## src/rtl/ram_port_arbiter.sv

```systemverilog
// Round-robin arbiter and sequencer that shares a single-port synchronous RAM
// between requesters A and B, and zero-fills the RAM after reset or on clr.
module ram_port_arbiter #(
  parameter int ADDR_W = 8,
  parameter int DATA_W = 8,
  parameter int DEPTH  = 8
) (
  input  logic              clk,
  input  logic              rst,
  input  logic              clr,
  input  logic              a_req,
  input  logic              a_we,
  input  logic [ADDR_W-1:0] a_addr,
  input  logic [DATA_W-1:0] a_wdata,
  output logic              a_gnt,
  output logic              a_rvalid,
  output logic [DATA_W-1:0] a_rdata,
  input  logic              b_req,
  input  logic              b_we,
  input  logic [ADDR_W-1:0] b_addr,
  input  logic [DATA_W-1:0] b_wdata,
  output logic              b_gnt,
  output logic              b_rvalid,
  output logic [DATA_W-1:0] b_rdata,
  output logic              ram_we,
  output logic [ADDR_W-1:0] ram_addr,
  output logic [DATA_W-1:0] ram_din,
  input  logic [DATA_W-1:0] ram_dout,
  output logic              init_done,
  output logic              busy
);

  localparam int CNT_W = (DEPTH > 1) ? $clog2(DEPTH) : 1;
  localparam logic [CNT_W-1:0] LAST_CNT = CNT_W'(DEPTH - 1);

  typedef enum logic [0:0] {
    CLEAR = 1'b0,
    SERVE = 1'b1
  } state_t;

  state_t              state_r, state_nxt;
  logic [CNT_W-1:0]    clr_cnt_r, clr_cnt_nxt;
  logic                last_b_r, last_b_nxt;   // 1: B was granted most recently
  logic [ADDR_W-1:0]   addr_hold_r;
  logic                a_rvalid_r, b_rvalid_r;
  logic                gnt_a_s, gnt_b_s;

  // Next-state, arbitration and RAM drive
  always_comb begin
    state_nxt   = state_r;
    clr_cnt_nxt = clr_cnt_r;
    last_b_nxt  = last_b_r;
    gnt_a_s     = 1'b0;
    gnt_b_s     = 1'b0;
    ram_we      = 1'b0;
    ram_addr    = addr_hold_r;
    ram_din     = {DATA_W{1'b0}};
    case (state_r)
      CLEAR: begin
        ram_we   = 1'b1;
        ram_addr = ADDR_W'(clr_cnt_r);
        if (clr_cnt_r == LAST_CNT) begin
          state_nxt   = SERVE;
          clr_cnt_nxt = {CNT_W{1'b0}};
        end else begin
          clr_cnt_nxt = clr_cnt_r + CNT_W'(1);
        end
      end
      SERVE: begin
        if (clr) begin
          state_nxt   = CLEAR;
          clr_cnt_nxt = {CNT_W{1'b0}};
        end else if (a_req && (!b_req || last_b_r)) begin
          gnt_a_s    = 1'b1;
          last_b_nxt = 1'b0;
          ram_we     = a_we;
          ram_addr   = a_addr;
          ram_din    = a_wdata;
        end else if (b_req) begin
          gnt_b_s    = 1'b1;
          last_b_nxt = 1'b1;
          ram_we     = b_we;
          ram_addr   = b_addr;
          ram_din    = b_wdata;
        end else begin
          ram_we = 1'b0;
        end
      end
      default: begin
        state_nxt   = CLEAR;
        clr_cnt_nxt = {CNT_W{1'b0}};
      end
    endcase
  end

  // State, sweep counter, round-robin pointer and read-valid pipeline
  always_ff @(posedge clk) begin
    if (rst) begin
      state_r     <= CLEAR;
      clr_cnt_r   <= {CNT_W{1'b0}};
      last_b_r    <= 1'b1;
      addr_hold_r <= {ADDR_W{1'b0}};
      a_rvalid_r  <= 1'b0;
      b_rvalid_r  <= 1'b0;
    end else begin
      state_r     <= state_nxt;
      clr_cnt_r   <= clr_cnt_nxt;
      last_b_r    <= last_b_nxt;
      addr_hold_r <= ram_addr;
      a_rvalid_r  <= gnt_a_s & ~a_we;
      b_rvalid_r  <= gnt_b_s & ~b_we;
    end
  end

  assign a_gnt     = gnt_a_s;
  assign b_gnt     = gnt_b_s;
  assign a_rvalid  = a_rvalid_r;
  assign b_rvalid  = b_rvalid_r;
  assign a_rdata   = ram_dout;
  assign b_rdata   = ram_dout;
  assign init_done = (state_r == SERVE);
  assign busy      = (state_r == CLEAR);

endmodule

```

## config.mk

```make
export PLATFORM = sky130hd
export DESIGN_NAME = ram_port_arbiter
export DESIGN_NICKNAME = d
export VERILOG_FILES = /design/src/rtl/ram_port_arbiter.sv
export SDC_FILE = /design/constraint.sdc
export NUM_CORES = 1
export LEC_CHECK = 0
export ABC_AREA = 1
export CORE_MARGIN = 4
export CORE_UTILIZATION = 33
export DETAILED_ROUTE_END_ITERATION = 10
export PLACE_DENSITY = 0.87
export SKIP_LAST_GASP = 1
export SLEW_MARGIN = 10
export SYNTH_ARGS = -nofsm -noshare
export SYNTH_HDL_FRONTEND = slang
export SYNTH_SLANG_ARGS = --single-unit
```

## constraint.sdc

```tcl
create_clock -name clk -period 1.5 [get_ports clk]
set_input_delay 0.15 -clock clk [delete_from_list [all_inputs] [get_ports clk]]
set_output_delay 0.15 -clock clk [all_outputs]
set_load 0.01 [all_outputs]
```

### Word-level counts from Yosys, hierarchy flattened

Cells that the tools add are included.

* multiplexer cells: 27
* bitwise logic cells: 6
* $add $sub $neg: 1
* equality and inequality tests: 2
* reductions and logical operators: 5

Operators with widths (count)
* 8-bit 2-to-1 mux: 7
* 8-bit case mux with 2 select lines: 1
* 1-bit 2-to-1 mux: 14
* 3-bit 2-to-1 mux: 2
* 3-bit case mux with 2 select lines: 1
* 1-bit inverter: 4
* 1-bit case mux with 2 select lines: 2
* 3-bit by 1-bit adder with 3-bit output, second input constant: 1
* 3-bit == test, second input constant: 1
* 3-bit AND reduction: 1
* 1-bit AND: 2
* 2-bit != test, second input constant: 1
* 2-bit nonzero test: 1
* 1-bit logical AND: 1
* 1-bit logical NOT: 1
* 1-bit logical OR: 1

* bits in registers: 15
* output and inout port bits: 39
* bits of input ports: 47
* word-level logic and storage cells: 47

### Logic depth before layout (Yosys ltp)

Gate-level depths: netlist of the first run.

* depth after elaboration: 7
* depth in mapped cells: 10
* gate-level depth less buffers: 9

### Least setup slack after synthesis of the first run

Ideal clock, no wire load.

* path kind: flip-flop to output port
* start: reg state_r (netlist: init_done)
* end: out ram_din[0]
* path buffers: 0
* required time: 1.350 ns
* stages on the path, launching flop included: 7
* arrival: 1.061 ns
* slack: 0.289 ns
* cells stage by stage: dfxtp_1 nand2_2 clkinv_2 nand3_2 inv_2 nand2_1 nand2_1

* longest elaborated chain between the ends: 1

Ends and longest elaborated chain
* start, declared: line 41 `state_t state_r, state_nxt;`
* start signal, assigned: line 106 `state_r <= state_nxt;`
* 8-bit 2-to-1 mux: line 58 `case (state_r)`
* end, declared: line 27 `output logic [DATA_W-1:0] ram_din,`

Every way passes these cells.

### Worst setup path after layout of the first run

* start: reg last_b_r
* end: out ram_addr[1]

* longest elaborated chain between the ends: 5

Ends and longest elaborated chain
* start, declared: line 43 `logic last_b_r, last_b_nxt;`
* start signal, assigned: line 108 `last_b_r <= last_b_nxt;`
* 1-bit logical OR: line 73 `end else if (a_req && (!b_req || last_b_r)) begin`
* 1-bit logical AND: line 73
* 8-bit 2-to-1 mux: line 73
* 8-bit 2-to-1 mux: line 70 `if (clr) begin`
* 8-bit case mux with 2 select lines: line 58
* end, declared: line 26 `output logic [ADDR_W-1:0] ram_addr,`

Every way passes these cells.

==> impl_results.md, run 1 <==
* Outcome: finished, violations left
* Failing checks: setup timing
* Post-route cell area at 0.00196 mm²
* Cells after DPL at 283
* Syn-to-layout area delta at 81.7%
* FF-to-FF Start: last_b_r
* Final number of max-transition violations at 0
* Final net count at 308
* Largest family of logic cells by synthesized area: simple AND/OR/NAND/NOR gates
* Post-Layout Cell Count at 302
* Mapped Nets at 226
* CP endpoint: ram_addr[1]
* Flops & latches, synth at 15
* Post-DP HPWL at 2580 µm
* Avg Synthesized Cell Area at 6.10 µm²
* Power Dens Cells at 471 mW/mm²
* Worst slew margin at 74.0%
* Met3 wire length at 205 µm
* Post-layout util at 63.2%
* Max Clock Skew at 6.51 ps
* Final Cycle Share at 109%
* Mapped Cells at 177
* Setup violators final at 16
* Number of max-cap violations at 0
* Fin crit period at 1640 ps
* Gr usage total at 17.1%
* Initial core utilization at 34.8%
* Critical path fanouts, max at 3
* Post-synthesis xor/xnor area fraction at 0%
* Worst-margin pin slew at 391 ps
* Ports at 86
* Setup Crit Path Kind: reg2out
* Final Hold Fails at 0
* Setup slack, reg-to-reg at 140 ps
* Core outline area at 0.00310 mm²
* Clock Latency Late Sink at 290 ps
* Layout cells sized above 1 at 39.5%
* F_max at 0.610 GHz
* Die H at 65.2 µm
* Post-synthesis mux area share at 0%
* Max VDD drop at 0.382 mV
* Final setup margin at -139 ps
* Most common cell after layout, fill and taps aside: nand2_1
* Commonest non-fill, non-tap cells in the layout: nand2_1, clkdlybuf4s50_1, buf_4, nand2_2, buf_2
* H-tree levels at 1
* Via count at 1382
* Critical path launch point type: register
* Critical Path Start: last_b_r
* Adder-cell share of the synthesized area at 2.32%
* Filler cell count at 283
* Wire per inst at 12.6 µm
* Global-route wire length before repair at 5910 µm
* CTS clk-pin slew, worst paths at 90 ps
* Synth Cell Area at 0.00108 mm²
* Avg Vias per Cell at 4.58
* Wirelength, routed at 3810 µm
* # port buffers at 61
* Gr ovfl total at 0
* CTS buffer count at 3
* Starting DRC count in detailed routing at 41
* Drt drc at 0
* Die area at 0.00425 mm²
* Clk root buf: clkbuf_4
* Pin count of the biggest net entering global routing at 16
* DRT met1 WL at 1460 µm
* Routed Antenna Nets at 0
* Critical path endpoint category: primary output
* Multi-input logic area at 696 µm²
* Vias in the first global route at 1372
* Leak at 1.01 nW
* Initial DRT Pass Iterations at 4
* WP data arrival at 1490 ps
* Reg-to-reg critical path endpoint: addr_hold_r[5]
* Hold/Removal Path Class: in2out
* RSZ-0062 raised after global routing: true
* Clk buf depth at 2
* Register area share after synthesis at 27.8%
* WP data required at 1350 ps
* Netlist cell types at 23
* Placed cell areas at 0.00175 mm²
* CTS Sinks at 15
* Synth Area in Compound Gates at 7.76%
* CTS tree: done
* Antenna Cells at 0
* FF/Latch Area at 303 µm²
* Worst r2r path cells at 10
* Chip Width at 65.2 µm
* Max layer used: met4
* Ys Warns at 0
* Initial antenna violation count at 0
* Site row count at 20
* Simple-Gate Fraction of Synth Area at 43.3%
* Global placement routability congestion at 0.891
* WL met2 at 2120 µm
## worst min-delay path by stage
stage | start | endpoint | slack (ps) | cells after the start
3_3_place_gp | ram_dout[1] | a_rdata[1] | 300 | 0
5_1_grt | ram_dout[6] | a_rdata[6] | 300 | 0
4_1_cts | ram_dout[1] | a_rdata[1] | 300 | 0
2_1_floorplan | rst | a_rvalid | 230 | 1
6_report | ram_dout[5] | a_rdata[5] | 300 | 0
3_5_place_dp | ram_dout[1] | a_rdata[1] | 300 | 0
## state kept, by name (all words and copies together), names as in the netlist
| name | flops |
|---|---|
| a_rvalid | 1 |
| addr_hold_r | 8 |
| b_rvalid | 1 |
| clr_cnt_r | 3 |
| init_done | 1 |
| last_b_r | 1 |
## kinds of logic after synthesis
kind of cell / count (synthesis)
adder cells (fa/ha/maj): 2
flip-flops: 15
AO/OA/AOI/OAI: 15
buffers and inverters: 34
AND/OR/NAND/NOR: 111
## what timing repair did
| action | in CTS | in global routing |
|---|---|---|
| cloned | 1 | 0 |
| resized for setup | 84 | 43 |
| buffers inserted | 6 | 8 |
| hold buffers | 0 | 0 |
| pin swaps | 5 | 11 |
| endpoints found under the hold margin | 0 | 0 |
| endpoints found under the setup margin | 21 | 20 |
## critical path, cell delays in order (launching register included)
cell	delay [ps]
dfxtp_2	350
inv_4	80
nand2_4	60
buf_6	140
buf_6	110
nand3_2	50
nand2_1	50
nand2_1	60
nand2_1	60
nand2_2	70
inv_1	40
buf_2	130
## where the power goes
group / leakage (nW) / total (W) / switching [W] / internal [W]
sequential: 0.122 / 0.000421 / 0.00000925 / 0.000411
clock: 0.0150 / 0.000235 / 0.000131 / 0.000103
combinational: 0.869 / 0.000270 / 0.000110 / 0.000160
## stage by stage
step | setup WS [ps] | TNS, ps | power (W) | hold WS (ps)
floorplan | 289 | 0 | 0.000559 | 227
global placement | -533 | -9510 | 0.000667 | 300
detailed placement | -585 | -10470 | 0.000671 | 300
CTS | -172 | -983 | 0.000903 | 300
global route | -246 | -2760 | 0.000980 | 300
finish | -139 | -1350 | 0.000925 | 300
## cells in the mapped netlist
cell type / n / area (µm²)
a211oi_1: 1 / 7.51
a21oi_1: 10 / 50.1
a21oi_2: 1 / 8.76
a31oi_1: 2 / 12.5
buf_4: 17 / 128
buf_6: 1 / 11.3
clkbuf_1: 1 / 3.75
clkinv_2: 1 / 5.00
dfxtp_1: 15 / 300
ha_1: 2 / 25.0
inv_1: 9 / 33.8
inv_2: 4 / 15.0
inv_4: 1 / 6.26
nand2_1: 78 / 293
nand2_2: 4 / 25.0
nand3_1: 13 / 65.1
nand3_2: 1 / 10.0
nor2_1: 6 / 22.5
nor2_2: 1 / 6.26
nor3_1: 3 / 15.0
o21ai_0: 1 / 5.00
or2_1: 2 / 12.5
or2_2: 3 / 18.8
## area by class of cell
class | instances | area share (%)
clock buffers | 4 | 1.34
inverters | 15 | 3.44
multi-input cells | 129 | 35.5
flip-flops and latches | 15 | 15.4
well taps | 44 | 2.81
repair buffers | 95 | 41.5
## metal layers
metal,global-route usage (%),vias to the layer above
li1,-,706
met1,18.6,647
met2,32.7,27
met3,5.47,2
met4,2.33,0
met5,0,-
Note: power is estimated with default switching activity, not from simulation.
==> run 2: changes to the inputs <==
--- a/config.mk
+++ b/config.mk
@@ -7,9 +7,11 @@
 export LEC_CHECK = 0
 export ABC_AREA = 1
 export CORE_MARGIN = 4
-export CORE_UTILIZATION = 33
+export CORE_UTILIZATION = 40
+export CTS_CLUSTER_DIAMETER = 50
 export DETAILED_ROUTE_END_ITERATION = 10
-export PLACE_DENSITY = 0.87
+export DONT_BUFFER_PORTS = 1
+export PLACE_DENSITY = 0.6
 export SKIP_LAST_GASP = 1
 export SLEW_MARGIN = 10
 export SYNTH_ARGS = -nofsm -noshare
==> constraint.sdc (replaced) <==
create_clock -name clk -period 1.5 [get_ports clk]
set_input_delay 0.15 -clock clk [delete_from_list [all_inputs] [get_ports clk]]
set_output_delay 0.15 -clock clk [all_outputs]
set_load 0.1 [all_outputs]
==> run 2 against run 1 <==
The run still ends with setup timing left. Wire length down 13%. Final cell count is 26% lower. Clock power fell by 3%. Clock-buffer cell count did not move. Non-clock buffer count down 66. First-iteration DRC count decreased by 20%. Design area shrank 9.6%. Register-to-register slack improved by 30 ps. Largest cell class is now multi-input combinational cells.
==> impl_results.md, run 2 (synthesized netlist as in run 1, its figures left out) <==
* Outcome: finished, violations left
* Failing checks: setup timing
* Hold path cells at 2 (+2)
* Critical path endpoint category: primary output
* Worst slew margin at 63.0% (-11 points)
* Top flop regs: addr_hold_r x8, clr_cnt_r x3
* Max VDD drop at 0.478 mV (+25%)
* Final net count at 244 (-21%)
* Pre-CTS WS at 132 ps (+717 ps)
* Initial DRT Pass Iterations at 5 (+1)
* Worst r2r path cells at 11 (+1)
* Leak at 0.803 nW (-20%)
* Starting DRC count in detailed routing at 33 (-20%)
* Placed cell areas at 0.00145 mm² (-18%)
* Post-Layout Cell Count at 224 (-26%)
* Wirelength, routed at 3310 µm (-13%)
* WP data required at 1350 ps (about the same)
* WP data arrival at 1460 ps (-30 ps)
* Avg Vias per Cell at 5.35 (+17%)
* Setup slack, reg-to-reg at 170 ps (+30 ps)
* CTS buffer count at 3 (unchanged)
* Final setup margin at -112 ps (+27.9 ps)
* Initial antenna violation count at 0 (unchanged)
* Site row count at 18 (-10%)
* Gate power share at 27.5% (-1.7 points)
* Setup violators final at 17 (+1)
* Critical Path Start: last_b_r
* Max reg flops at 8 (unchanged)
* Cells after DPL at 204 (-28%)
* Number of max-cap violations at 0 (unchanged)
* Clk buf depth at 2 (unchanged)
* Vias in the first global route at 1170 (-15%)
* Sequential share of power at 46.9% (+1.4 points)
* Clock Latency Late Sink at 280 ps (about the same)
* Chip Width at 60.0 µm (-8.0%)
* Hold Slack at 31.7 ps (-268 ps)
* Setup Crit Path Kind: reg2out
* Sw frac at 32.1% (+5.0 points)
* Global placement routability congestion at 0.857 (-3.9%)
* Fin crit period at 1610 ps (-27.9 ps)
* Syn-to-layout area delta at 64.3%
* Ports at 86 (unchanged)
* Die H at 60.0 µm (-8.0%)
* Layout cells sized above 1 at 49.5% (+9.9 points)
* Worst-margin pin slew at 553 ps (+163 ps)
* Hold/Removal Path Class: in2reg
* Final Hold Fails at 0 (unchanged)
* Max Clock Skew at 1.88 ps (-4.63 ps)
* Routed Antenna Nets at 0 (unchanged)
* Gr usage total at 18.2% (+1.0 points)
* Psw at 0.000287 W (+14%)
* Global-route wire length before repair at 5080 µm (-14%)
* Initial core utilization at 42.8% (+8.0 points)
* RSZ-0062 raised after global routing: true
* Final number of max-transition violations at 0 (unchanged)
* CTS clk-pin slew, worst paths at 80 ps (about the same)
* F_max at 0.620 GHz (+1.7%)
* Int Pwr at 0.000607 W (-10%)
* Antenna Cells at 0 (unchanged)
* Wire per inst at 14.8 µm (+17%)
* Die area at 0.00359 mm² (-15%)
* H-tree levels at 1 (unchanged)
* Core outline area at 0.00252 mm² (-19%)
* Commonest non-fill, non-tap cells in the layout: nand2_1, nand2_2, buf_4, dfxtp_1, nand2_8
* Via count at 1199 (-13%)
* Critical path fanouts, max at 5 (+2)
* Final Cycle Share at 107% (-1.9 points)
* Critical path launch point type: register
* Clk root buf: clkbuf_4
* Pin count of the biggest net entering global routing at 16 (unchanged)
* Most common cell after layout, fill and taps aside: nand2_1
* Worst hold path startpoint: b_req
* Gr ovfl total at 0 (unchanged)
* FF-to-FF Start: last_b_r
* Fin Setup TNS at -1320 ps (+31.4 ps)
* Post-DP HPWL at 2350 µm (-8.8%)
* Reg with most FFs: addr_hold_r
* Drt drc at 0 (unchanged)
* Power Dens Cells at 504 mW/mm² (+6.9%)
* Clock power frac at 25.6% (+0.2 points)
* Post-route cell area at 0.00177 mm² (-9.6%)
* CTS Sinks at 15 (unchanged)
* CTS tree: done
* # port buffers at 0 (-100%)
-- run 2: power groups by stage --
| stage | logic [W] | clock network [W] | registers [W] |
|---|---|---|---|
| 4_1_cts | 0.000234 | 0.000238 | 0.000419 |
| 3_5_place_dp | 0.000204 | 0 | 0.000429 |
| 5_1_grt | 0.000261 | 0.000267 | 0.000422 |
| 3_3_place_gp | 0.000200 | 0 | 0.000428 |
| 6_report | 0.000246 | 0.000229 | 0.000419 |
| 2_1_floorplan | 0.000357 | 0 | 0.000428 |
-- run 2: per-stage QoR --
step,total power (W),util (%)
floorplan,0.000785,-
global placement,0.000628,57.3
detailed placement,0.000633,57.3
CTS,0.000891,65.7
global route,0.000950,70.3
finish,0.000894,70.3
-- run 2: final cells by class --
type	instances	area, µm²
inverter	15	87.6
timing repair buffer	29	367
clock buffer	4	26.3
tap	30	37.5
timing repair inverter	2	15.0
multi-input combinational	129	936
sequential	15	305
fill	191	748
-- run 2: critical path, cell delays in order (launching register included) --
cell and delay (ps):
dfxtp_2 360, inv_4 50, nand2_4 90, buf_6 130, nand3_4 150, inv_12 150
nand2_4 80, nand2_8 170
-- run 2: worst paths after layout --
kind / endpoint
worst max register to register: addr_hold_r[0]
worst min register to register: clr_cnt_r[2]
worst max-delay path: ram_din[2]
worst min-delay path: last_b_r
-- run 2: repair_timing --
item,CTS,global route
pin swaps,9,19
setup buffers,9,1
endpoints found under the hold margin,15,0
hold buffers,3,0
endpoints found under the setup margin,19,19
gates resized for setup,21,18
cloned,2,1
-- run 2: routing by layer --
layer / up-vias / share of wire, % / GRT usage, %
met5: - / 0 / 0
met4: 0 / 1.7 / 5.70
met3: 13 / 7.8 / 4.97
met2: 63 / 54 / 32.6
met1: 544 / 36 / 20.6
li1: 579 / - / -
==> run 3: changes to the inputs <==
--- a/config.mk
+++ b/config.mk
@@ -6,12 +6,14 @@
 export NUM_CORES = 1
 export LEC_CHECK = 0
 export ABC_AREA = 1
+export CORE_ASPECT_RATIO = 1.2
 export CORE_MARGIN = 4
 export CORE_UTILIZATION = 40
 export CTS_CLUSTER_DIAMETER = 50
 export DETAILED_ROUTE_END_ITERATION = 10
 export DONT_BUFFER_PORTS = 1
 export PLACE_DENSITY = 0.6
+export RECOVER_POWER = 25
 export SKIP_LAST_GASP = 1
 export SLEW_MARGIN = 10
 export SYNTH_ARGS = -nofsm -noshare
==> run 3 against run 2 <==
The flow still finishes with violations (setup timing). Hold slack lost 23 ps. Wire length grew 3.2%. Flip-flop and latch count is the same. Core utilization grew 1.8 points. Die area grew 0.10%. Register-to-register slack is essentially flat. Via count shrank 1.8%. Sequential share of layout area shrank 0.62 points. Clock-buffer cell count is the same. Power grew 0.73%. Critical path type unchanged.
==> impl_results.md, run 3 (synthesized netlist as in run 1, its figures left out) <==
* Outcome: finished, violations left
* Failing checks: setup timing
* Worst-margin pin slew at 644 ps (+90.8 ps)
* Setup Crit Path Kind: reg2out
* Final setup margin at -114 ps (-2.14 ps)
* Max incr delay on CP at 410 ps (+50 ps)
* H-tree levels at 1 (unchanged)
* Syn-to-layout area delta at 70.5%
* Core outline area at 0.00255 mm² (+1.2%)
* # port buffers at 0 (unchanged)
* Pin count of the biggest net entering global routing at 16 (unchanged)
* Clk buf depth at 2 (unchanged)
* Top flop regs: addr_hold_r x8, clr_cnt_r x3
* Fin Setup TNS at -1210 ps (+115 ps)
* RSZ-0062 raised after global routing: true
* Post-layout util at 72.1% (+1.8 points)
* Filler cell count at 210 (+9.9%)
* WP buf/inv at 2 (-1)
* CTS buffer count at 3 (unchanged)
* Vias in the first global route at 1166 (-0.34%)
* CP top delay family: simple AND/OR/NAND/NOR gates
* Global placement routability congestion at 0.747 (-13%)
* Global-route wire length before repair at 5110 µm (+0.55%)
* CTS Sinks at 15 (unchanged)
* Worst slew margin at 56.9% (-6.1 points)
* Most common cell after layout, fill and taps aside: nand2_1
* Clock Latency Late Sink at 290 ps (about the same)
* Clk root buf: clkbuf_4
* Ports at 86 (unchanged)
* Hold/Removal Path Class: in2reg
* Initial core utilization at 42.3% (-0.50 points)
* Power Dens Cells at 489 mW/mm² (-2.9%)
* Starting DRC count in detailed routing at 25 (-24%)
* Worst-path cell chain: nand2_4 -> clkinv_4 -> nand3_4 -> inv_12 -> nand2_4 -> nand2_8
* Routed Antenna Nets at 0 (unchanged)
* Die H at 64.9 µm (+8.3%)
* Max VDD drop at 0.615 mV (+29%)
* CTS clk-pin slew, worst paths at 90 ps (about the same)
* Site row count at 20 (+2)
* Final number of max-transition violations at 0 (unchanged)
* Via count at 1178 (-1.8%)
* Die area at 0.00360 mm² (+0.10%)
* Critical path endpoint category: primary output
* Wirelength, routed at 3420 µm (+3.2%)
* Avg Vias per Cell at 5.14 (-3.9%)
* WP data arrival at 1460 ps (about the same)
* Final Hold Fails at 0 (unchanged)
* WP data required at 1350 ps (about the same)
* F_max at 0.620 GHz (-0.13%)
* Fin crit period at 1610 ps (+2.14 ps)
* Initial antenna violation count at 0 (unchanged)
* Gr usage total at 17.6% (-0.57 points)
* Post-DP HPWL at 2270 µm (-3.3%)
* Initial DRT Pass Iterations at 4 (-1)
* Wire per inst at 14.9 µm (+0.98%)
* Reg with most FFs: addr_hold_r
* Critical path launch point type: register
* Max Clock Skew at 1.10 ps (-0.775 ps)
* Setup violators final at 18 (+1)
* Commonest non-fill, non-tap cells in the layout: nand2_1, nand2_2, buf_4, dfxtp_1
* Antenna Cells at 0 (unchanged)
* CP dominant cell by count: nand2_4
* Final net count at 246 (+0.82%)
* Final Cycle Share at 108% (+0.14 points)
* Gr ovfl total at 0 (unchanged)
* Number of max-cap violations at 0 (unchanged)
* Drt drc at 0 (unchanged)
* Chip Width at 55.4 µm (-7.5%)
* Leak at 0.852 nW (+6.1%)
* Critical path fanouts, max at 7 (+2)
* CTS tree: done
* Layout cells sized above 1 at 51.5% (+2.0 points)
* Hold Slack at 8.67 ps (-23.1 ps)
* Max reg flops at 8 (unchanged)
* Worst path slowest cell: dfxtp_4
## run 3: changes by cell type in the layout (fill, tap and decap cells not counted), sizes merged
cell    change
buf         +1
clkinv      +2
inv         -1
## run 3: metal layers
layer	share of wire (%)	track usage [%]	vias to the layer above
li1	-	-	585
met1	37	18.4	542
met2	57	32.4	47
met3	5.2	5.38	4
met4	1.4	7.29	0
met5	0	0	-
## run 3: metrics by stage
| step | setup WS (ps) | instance area (µm²) | total power [W] | std cells |
|---|---|---|---|---|
| 4_1_cts | -96.8 | 1600 | 0.000887 | 218 |
| 5_1_grt | -182 | 1840 | 0.000940 | 229 |
| 3_3_place_gp | 186 | 1450 | 0.000628 | 207 |
| 6_report | -114 | 1840 | 0.000900 | 229 |
| 3_5_place_dp | 125 | 1450 | 0.000632 | 207 |
| 2_1_floorplan | -528 | 1310 | 0.000785 | 177 |
## run 3: worst paths after layout
path	slack, ps	from	end	cells after the start
worst min-delay path	9	b_req	last_b_r	2
worst max register to register	160	init_done	clr_cnt_r[0]	5
worst min register to register	490	last_b_r	last_b_r	2
worst max-delay path	-110	init_done	ram_din[7]	6
## run 3: area by class of cell
cell class	instances	area (µm²)	area share [%]
timing repair buffer	30	387	21.0
multi-input combinational	129	968	52.6
tap	33	41.3	2.24
sequential	15	305	16.6
inverter	15	90.1	4.89
timing repair inverter	3	22.5	1.22
clock buffer	4	26.3	1.43
## run 3: power breakdown
part	total, W	switching [W]	internal, W
clock	0.000239	0.000136	0.000104
combinational	0.000241	0.000152	0.0000894
sequential	0.000420	0.0000103	0.000410
## run 3: what timing repair did
action / in CTS / in global routing
endpoints found under the setup margin: 18 / 19
pin swaps: 9 / 26
resized for setup: 19 / 30
cloned: 1 / 3
buffers inserted: 3 / 8
hold endpoints to repair: 15 / 0
hold buffers: 3 / 0
## run 3: worst reg2reg max path, stage by stage, from the launching register on
cell and delay (ps):
dfxtp_4 390, buf_4 150, buf_4 230, nor2_1 210, nor2_1 60, a211oi_1 210
